<file path="src/rtl/semaforo_pkg.sv">
// Shared types and constants for the two-street traffic-light controller.
package semaforo_pkg;

    localparam int unsigned CNT_W_DEF       = 4;
    localparam int unsigned T_VERDE_DEF     = 8;
    localparam int unsigned T_VERDE_MIN_DEF = 3;
    localparam int unsigned T_AMARILLO_DEF  = 2;
    localparam int unsigned T_ROJO_DEF      = 1;

    // Vehicle light codes; 2'b11 is never driven.
    localparam logic [1:0] ROJO     = 2'b00;
    localparam logic [1:0] AMARILLO = 2'b01;
    localparam logic [1:0] VERDE    = 2'b10;

    typedef enum logic [2:0] {
        ROJO_BA    = 3'd0,
        A_VERDE    = 3'd1,
        A_AMARILLO = 3'd2,
        ROJO_AB    = 3'd3,
        B_VERDE    = 3'd4,
        B_AMARILLO = 3'd5
    } state_t;

    // Full set of lights shown during one phase.
    typedef struct packed {
        logic [1:0] sem_a;
        logic [1:0] sem_b;
        logic       pea_a;
        logic       pea_b;
    } luces_t;

    // Moore output decode: lights shown while in state s.
    function automatic luces_t luces_de(input state_t s);
        luces_t l;
        l.sem_a = ROJO;
        l.sem_b = ROJO;
        l.pea_a = 1'b0;
        l.pea_b = 1'b0;
        case (s)
            A_VERDE: begin
                l.sem_a = VERDE;
                l.pea_b = 1'b1;
            end
            A_AMARILLO: l.sem_a = AMARILLO;
            B_VERDE: begin
                l.sem_b = VERDE;
                l.pea_a = 1'b1;
            end
            B_AMARILLO: l.sem_b = AMARILLO;
            default: ;
        endcase
        return l;
    endfunction

endpackage

</file>
<file path="src/rtl/semaforo_timer.sv">
// Phase timer: counts enabled cycles, restarts at every phase change.
module semaforo_timer #(
    parameter int unsigned CNT_W = 4
) (
    input  logic             clk,
    input  logic             rst,
    input  logic             enb,
    input  logic             clr,
    input  logic [CNT_W-1:0] dur,
    output logic [CNT_W-1:0] cnt,
    output logic             expira_c
);

    // Last cycle of a phase lasting dur enabled cycles.
    assign expira_c = (cnt == (dur - CNT_W'(1)));

    // Counter register, cleared on the edge that leaves the phase.
    always_ff @(posedge clk or posedge rst) begin
        if (rst) begin
            cnt <= '0;
        end else if (enb) begin
            if (clr) begin
                cnt <= '0;
            end else begin
                cnt <= cnt + CNT_W'(1);
            end
        end
    end

endmodule

</file>
<file path="src/rtl/semaforo_ctrl.sv">
// Cyclic two-street traffic-light FSM with latched pedestrian requests.
module semaforo_ctrl
    import semaforo_pkg::*;
#(
    parameter int unsigned T_VERDE     = T_VERDE_DEF,
    parameter int unsigned T_VERDE_MIN = T_VERDE_MIN_DEF,
    parameter int unsigned T_AMARILLO  = T_AMARILLO_DEF,
    parameter int unsigned T_ROJO      = T_ROJO_DEF,
    parameter int unsigned CNT_W       = CNT_W_DEF
) (
    input  logic       clk,
    input  logic       rst,
    input  logic       enb,
    input  logic       boton_A,
    input  logic       boton_B,
    output logic [1:0] semA,
    output logic [1:0] semB,
    output logic       A_peatonal,
    output logic       B_peatonal
);

    localparam logic [CNT_W-1:0] MIN_CNT = CNT_W'(T_VERDE_MIN - 1);

    state_t           state;
    state_t           state_nxt;
    logic             req_a;
    logic             req_b;
    logic [CNT_W-1:0] cnt;
    logic [CNT_W-1:0] dur;
    logic             expira_c;
    logic             acorta_c;
    logic             ilegal_c;
    logic             fin_c;
    luces_t           luces_q;

    semaforo_timer #(
        .CNT_W (CNT_W)
    ) u_timer (
        .clk      (clk),
        .rst      (rst),
        .enb      (enb),
        .clr      (fin_c),
        .dur      (dur),
        .cnt      (cnt),
        .expira_c (expira_c)
    );

    // Phase duration, early-exit on pending request, and successor state.
    always_comb begin
        dur       = CNT_W'(T_ROJO);
        acorta_c  = 1'b0;
        ilegal_c  = 1'b0;
        state_nxt = ROJO_BA;
        case (state)
            ROJO_BA: begin
                dur       = CNT_W'(T_ROJO);
                state_nxt = A_VERDE;
            end
            A_VERDE: begin
                dur       = CNT_W'(T_VERDE);
                acorta_c  = req_a && (cnt >= MIN_CNT);
                state_nxt = A_AMARILLO;
            end
            A_AMARILLO: begin
                dur       = CNT_W'(T_AMARILLO);
                state_nxt = ROJO_AB;
            end
            ROJO_AB: begin
                dur       = CNT_W'(T_ROJO);
                state_nxt = B_VERDE;
            end
            B_VERDE: begin
                dur       = CNT_W'(T_VERDE);
                acorta_c  = req_b && (cnt >= MIN_CNT);
                state_nxt = B_AMARILLO;
            end
            B_AMARILLO: begin
                dur       = CNT_W'(T_AMARILLO);
                state_nxt = ROJO_BA;
            end
            default: begin
                ilegal_c  = 1'b1;
                state_nxt = ROJO_BA;
            end
        endcase
        fin_c = expira_c || acorta_c || ilegal_c;
        if (!fin_c) begin
            state_nxt = state;
        end
    end

    // State, request flags and registered lights; all frozen while enb=0.
    always_ff @(posedge clk or posedge rst) begin
        if (rst) begin
            state   <= ROJO_BA;
            req_a   <= 1'b0;
            req_b   <= 1'b0;
            luces_q <= '0;
        end else if (enb) begin
            state   <= state_nxt;
            luces_q <= luces_de(state_nxt);
            // A request is served by the walk phase it asked for, so entering it clears the flag.
            if ((state_nxt == B_VERDE) && (state != B_VERDE)) begin
                req_a <= 1'b0;
            end else if (boton_A && (state != B_VERDE)) begin
                req_a <= 1'b1;
            end
            if ((state_nxt == A_VERDE) && (state != A_VERDE)) begin
                req_b <= 1'b0;
            end else if (boton_B && (state != A_VERDE)) begin
                req_b <= 1'b1;
            end
        end
    end

    assign semA       = luces_q.sem_a;
    assign semB       = luces_q.sem_b;
    assign A_peatonal = luces_q.pea_a;
    assign B_peatonal = luces_q.pea_b;

endmodule

</file>
<file path="config.mk">
export PLATFORM = sky130hd
export DESIGN_NAME = semaforo_ctrl
export DESIGN_NICKNAME = d
export VERILOG_FILES = /design/src/rtl/semaforo_pkg.sv /design/src/rtl/semaforo_timer.sv /design/src/rtl/semaforo_ctrl.sv
export SDC_FILE = /design/constraint.sdc
export NUM_CORES = 1
export LEC_CHECK = 0
export ABC_CLOCK_PERIOD_IN_PS = 2700
export CORE_UTILIZATION = 41
export CTS_BUF_LIST = sky130_fd_sc_hd__clkbuf_16
export DETAILED_ROUTE_END_ITERATION = 8
export GPL_TIMING_DRIVEN = 0
export PLACE_DENSITY = 0.58
export SYNTH_ARGS = -nofsm -noshare
export SYNTH_HDL_FRONTEND = slang
export SYNTH_SLANG_ARGS = --single-unit
</file>
<file path="constraint.sdc">
create_clock -name clk -period 2.7 [get_ports clk]
set_clock_uncertainty 0.05 [all_clocks]
set_input_delay 0.27 -clock clk [delete_from_list [all_inputs] [get_ports clk]]
set_output_delay 0.27 -clock clk [all_outputs]
set_load 0.02 [all_outputs]
</file>
==> out/results.txt <==
Post-CTS setup buffers: 0
Hpwl dp: 1420 um
CTS root buf: clkbuf_16
Number of diodes: 0
Critical path's slowest cell: dfrtp_1
R2r endpoint: state[0]$_DFFE_PP0P_
Final instance area: 1160 um^2
Worst VDD drop: 0.558 mV
Yosys reg bits: 14
Unrepaired setup endpoints after global routing: no
Pre-Repair DR Iteration Count: 4
Req. time, crit path: 2.78 ns
Setup tns final: 0 ns
Std-Cell Rows: 17
Min cycle time layout: 2.09 ns
Fillers: 193
LEAKAGE: 0.492 nW
Tcrit/Tclk final: 77.6%
Total grt overflow: 0
CTS hold repair buffers: 0
I/O pins: 11
Final Util: 52.9%
Worst Setup Path Type: reg -> reg
Residual DRC count: 0
Commonest non-fill, non-tap cell in the layout: dfrtp_1
Net count after synthesis: 103
Placed inst area: 1080 um^2
Slew margin rel.: 63.0%
Chip Width: 50.0 um
Total of max-cap violations: 0
Vias in the first global route: 724
Power per cell area: 1080 nW/um^2
Via count: 773
WL final: 2050 um
Hold_ws: 0.321 ns
Clock sinks: 14
Critical path capture point type: flop
CTS tree: built
Ys Warns: 0
Syn Inst Count: 96
CTS Buf Count: 3
GP Congestion: 0.806
R2R depth: 5
Area delta synth->final: 22.6%
Layout cells sized above 1: 20.0%
Final Hold Vio Count: 0
Status: complete, no violations
Worst-Skew Late Latency: 0.25 ns
Nets: 118
Post-synth cell types: 44
R2r startpoint: u_timer.cnt[0]$_DFFE_PP0P_
Initial antenna violation count: 0
Setup crit start: u_timer.cnt[0]$_DFFE_PP0P_
Hold crit path type: in -> async
Max Clock Freq: 477 MHz
CTS H-tree depth: 1
CP arrival: 2.17 ns
Max FO, Critical Path: 7
Worst setup SP type: flop
Crit-path max cell delay: 0.45 ns
Largest net degree at the start of global routing: 15
Worst setup path end: state[0]$_DFFE_PP0P_
IO Port Bufs: 10
Die area: 2500 um^2
Post-Place Cells: 134
Clk pin slew, worst setup/hold paths: 0.05 ns
Worst path cell trace: xor2_1 -> o32a_4 -> a211o_2 -> a21boi_2 -> mux2_1
Max Slew Vio Count: 0
PostCTS Resize Cnt: 0
First-pass GRT wire length: 3500 um
Via count normalized by instance count: 5.60
Antenna-violating nets left: 0
Commonest cells after routing, fill and taps aside: dfrtp_1 (14), clkdlybuf4s50_1 (10), nor2_1 (6), nand2_1 (6)
Mean Syn Cell Area: 9.85 um^2
Clk buf depth: 2
Final cell count without fillers: 138
Post-Syn Area: 946 um^2
Worst-margin pin slew: 0.555 ns
Seq/Total Area, Yosys: 37.0%
Setup violations, final: 0
Starting Density: 43.2%
Core ar.: 2190 um^2
DR WL/cell: 14.8 um
Detailed Route Iter0 Violations: 17
Die boundary height: 50.0 um
Overall global routing resource usage: 19.1%
R2R setup slack: 0.61 ns
-- routing by layer --
metal	vias up	track usage [%]	wire length, um
met2	19	27.6	907
met3	5	2.78	47
met4	0	11.9	58
li1	389	-	-
met1	360	26.3	1030
met5	-	0	0
-- kinds of logic (layout without fill, tap and decap cells) --
kind of cell	Yosys count	count (layout)	share of synthesized area [%]
and+or+nand+nor	38	38	22.6
AOI/OAI and AO/OA	26	26	25.3
DFF	14	14	37.0
buffers and inverters	12	26	8.20
adders and majority gates	2	2	2.65
xor gates and xnor gates	2	2	1.85
muxes	2	2	2.38
-- power by group --
| part | switching [W] | total, W | leakage (nW) | internal [W] |
|---|---|---|---|---|
| combinational | 0.000319 | 0.000602 | 0.285 | 0.000283 |
| sequential | 0.0000785 | 0.000361 | 0.168 | 0.000282 |
| clock | 0.0000884 | 0.000285 | 0.0385 | 0.000196 |
| total | 0.000486 | 0.00125 | 0.492 | 0.000761 |
-- how the worst min path moves through the flow --
stage                        start                     end  slack (ns)  cells after the start
6_report                       rst     semA[0]$_DFFE_PP0P_        0.32                      2
5_1_grt                        rst     semA[0]$_DFFE_PP0P_        0.43                      2
4_1_cts                        rst     semA[0]$_DFFE_PP0P_        0.35                      2
3_5_place_dp   semA[0]$_DFFE_PP0P_     semA[0]$_DFFE_PP0P_        0.44                      2
3_3_place_gp   semA[1]$_DFFE_PP0P_     semA[1]$_DFFE_PP0P_        0.44                      2
2_1_floorplan                  rst  B_peatonal$_DFFE_PP0P_        0.11                      1
-- sequential cells by signal, indices dropped and copies added, names as in the netlist --
name         cells
state            3
semA             2
u_timer.cnt      4
req_b            1
semB             2
req_a            1
B_peatonal       1
-- critical path, delay by kind of cell, from the launching register on --
kind                      cells  cell delay, ns
AOI/OAI and AO/OA             3            0.95
muxes                         1            0.34
xor gates and xnor gates      1            0.20
DFF                           1            0.45
-- area by class of cell --
cell class              instances  area, um^2  area share, %
repair buffers                 10         100           8.63
well taps                      28        35.0           3.02
flip-flops and latches         14         350           30.2
plain buffers                   7        58.8           5.07
clock inverters                 1        3.75          0.324
inverters                       5        18.8           1.62
multi-input cells              70         518           44.7
clock buffers                   3        75.1           6.47
-- synth_stat cells --
master / number / share of area (%)
a211o_2: 1 / 1.1
a211oi_4: 1 / 2.1
a21boi_2: 1 / 1.2
a21o_1: 1 / 0.79
a21o_2: 1 / 0.93
a21oi_1: 3 / 1.6
a221oi_1: 1 / 0.93
a22o_1: 1 / 0.93
a311o_1: 1 / 1.1
a31oi_1: 2 / 1.3
a31oi_2: 1 / 1.3
and2b_2: 1 / 0.93
and3b_2: 1 / 1.1
buf_4: 2 / 1.6
buf_6: 2 / 2.4
clkbuf_1: 2 / 0.79
clkbuf_8: 1 / 1.5
dfrtp_1: 14 / 37
ha_1: 2 / 2.6
inv_1: 5 / 2.0
mux2_1: 1 / 1.2
mux2_2: 1 / 1.2
nand2_1: 6 / 2.4
nand2b_1: 4 / 2.6
nand2b_2: 1 / 0.93
nand3_1: 5 / 2.6
nand3b_1: 3 / 2.4
nand4_1: 2 / 1.3
nor2_1: 6 / 2.4
nor2_2: 1 / 0.66
nor2b_1: 2 / 1.3
nor3_1: 3 / 1.6
o211ai_1: 1 / 0.79
o21ai_0: 2 / 1.1
o221ai_1: 4 / 3.7
o22ai_2: 1 / 1.3
o311ai_1: 1 / 0.93
o31ai_1: 1 / 0.79
o32a_1: 1 / 1.1
o32a_4: 1 / 2.4
or2_2: 1 / 0.66
or2b_2: 1 / 0.93
or4_1: 1 / 0.79
xor2_1: 2 / 1.9
-- per-stage QoR --
stage                     power, W  worst slack, ns
after floorplan           0.000813            0.748
after global placement    0.000964            0.608
after detailed placement  0.000961            0.620
after CTS                  0.00125            0.600
after global routing       0.00133            0.402
final                      0.00125            0.605
Power figures use the tool's default switching activity.
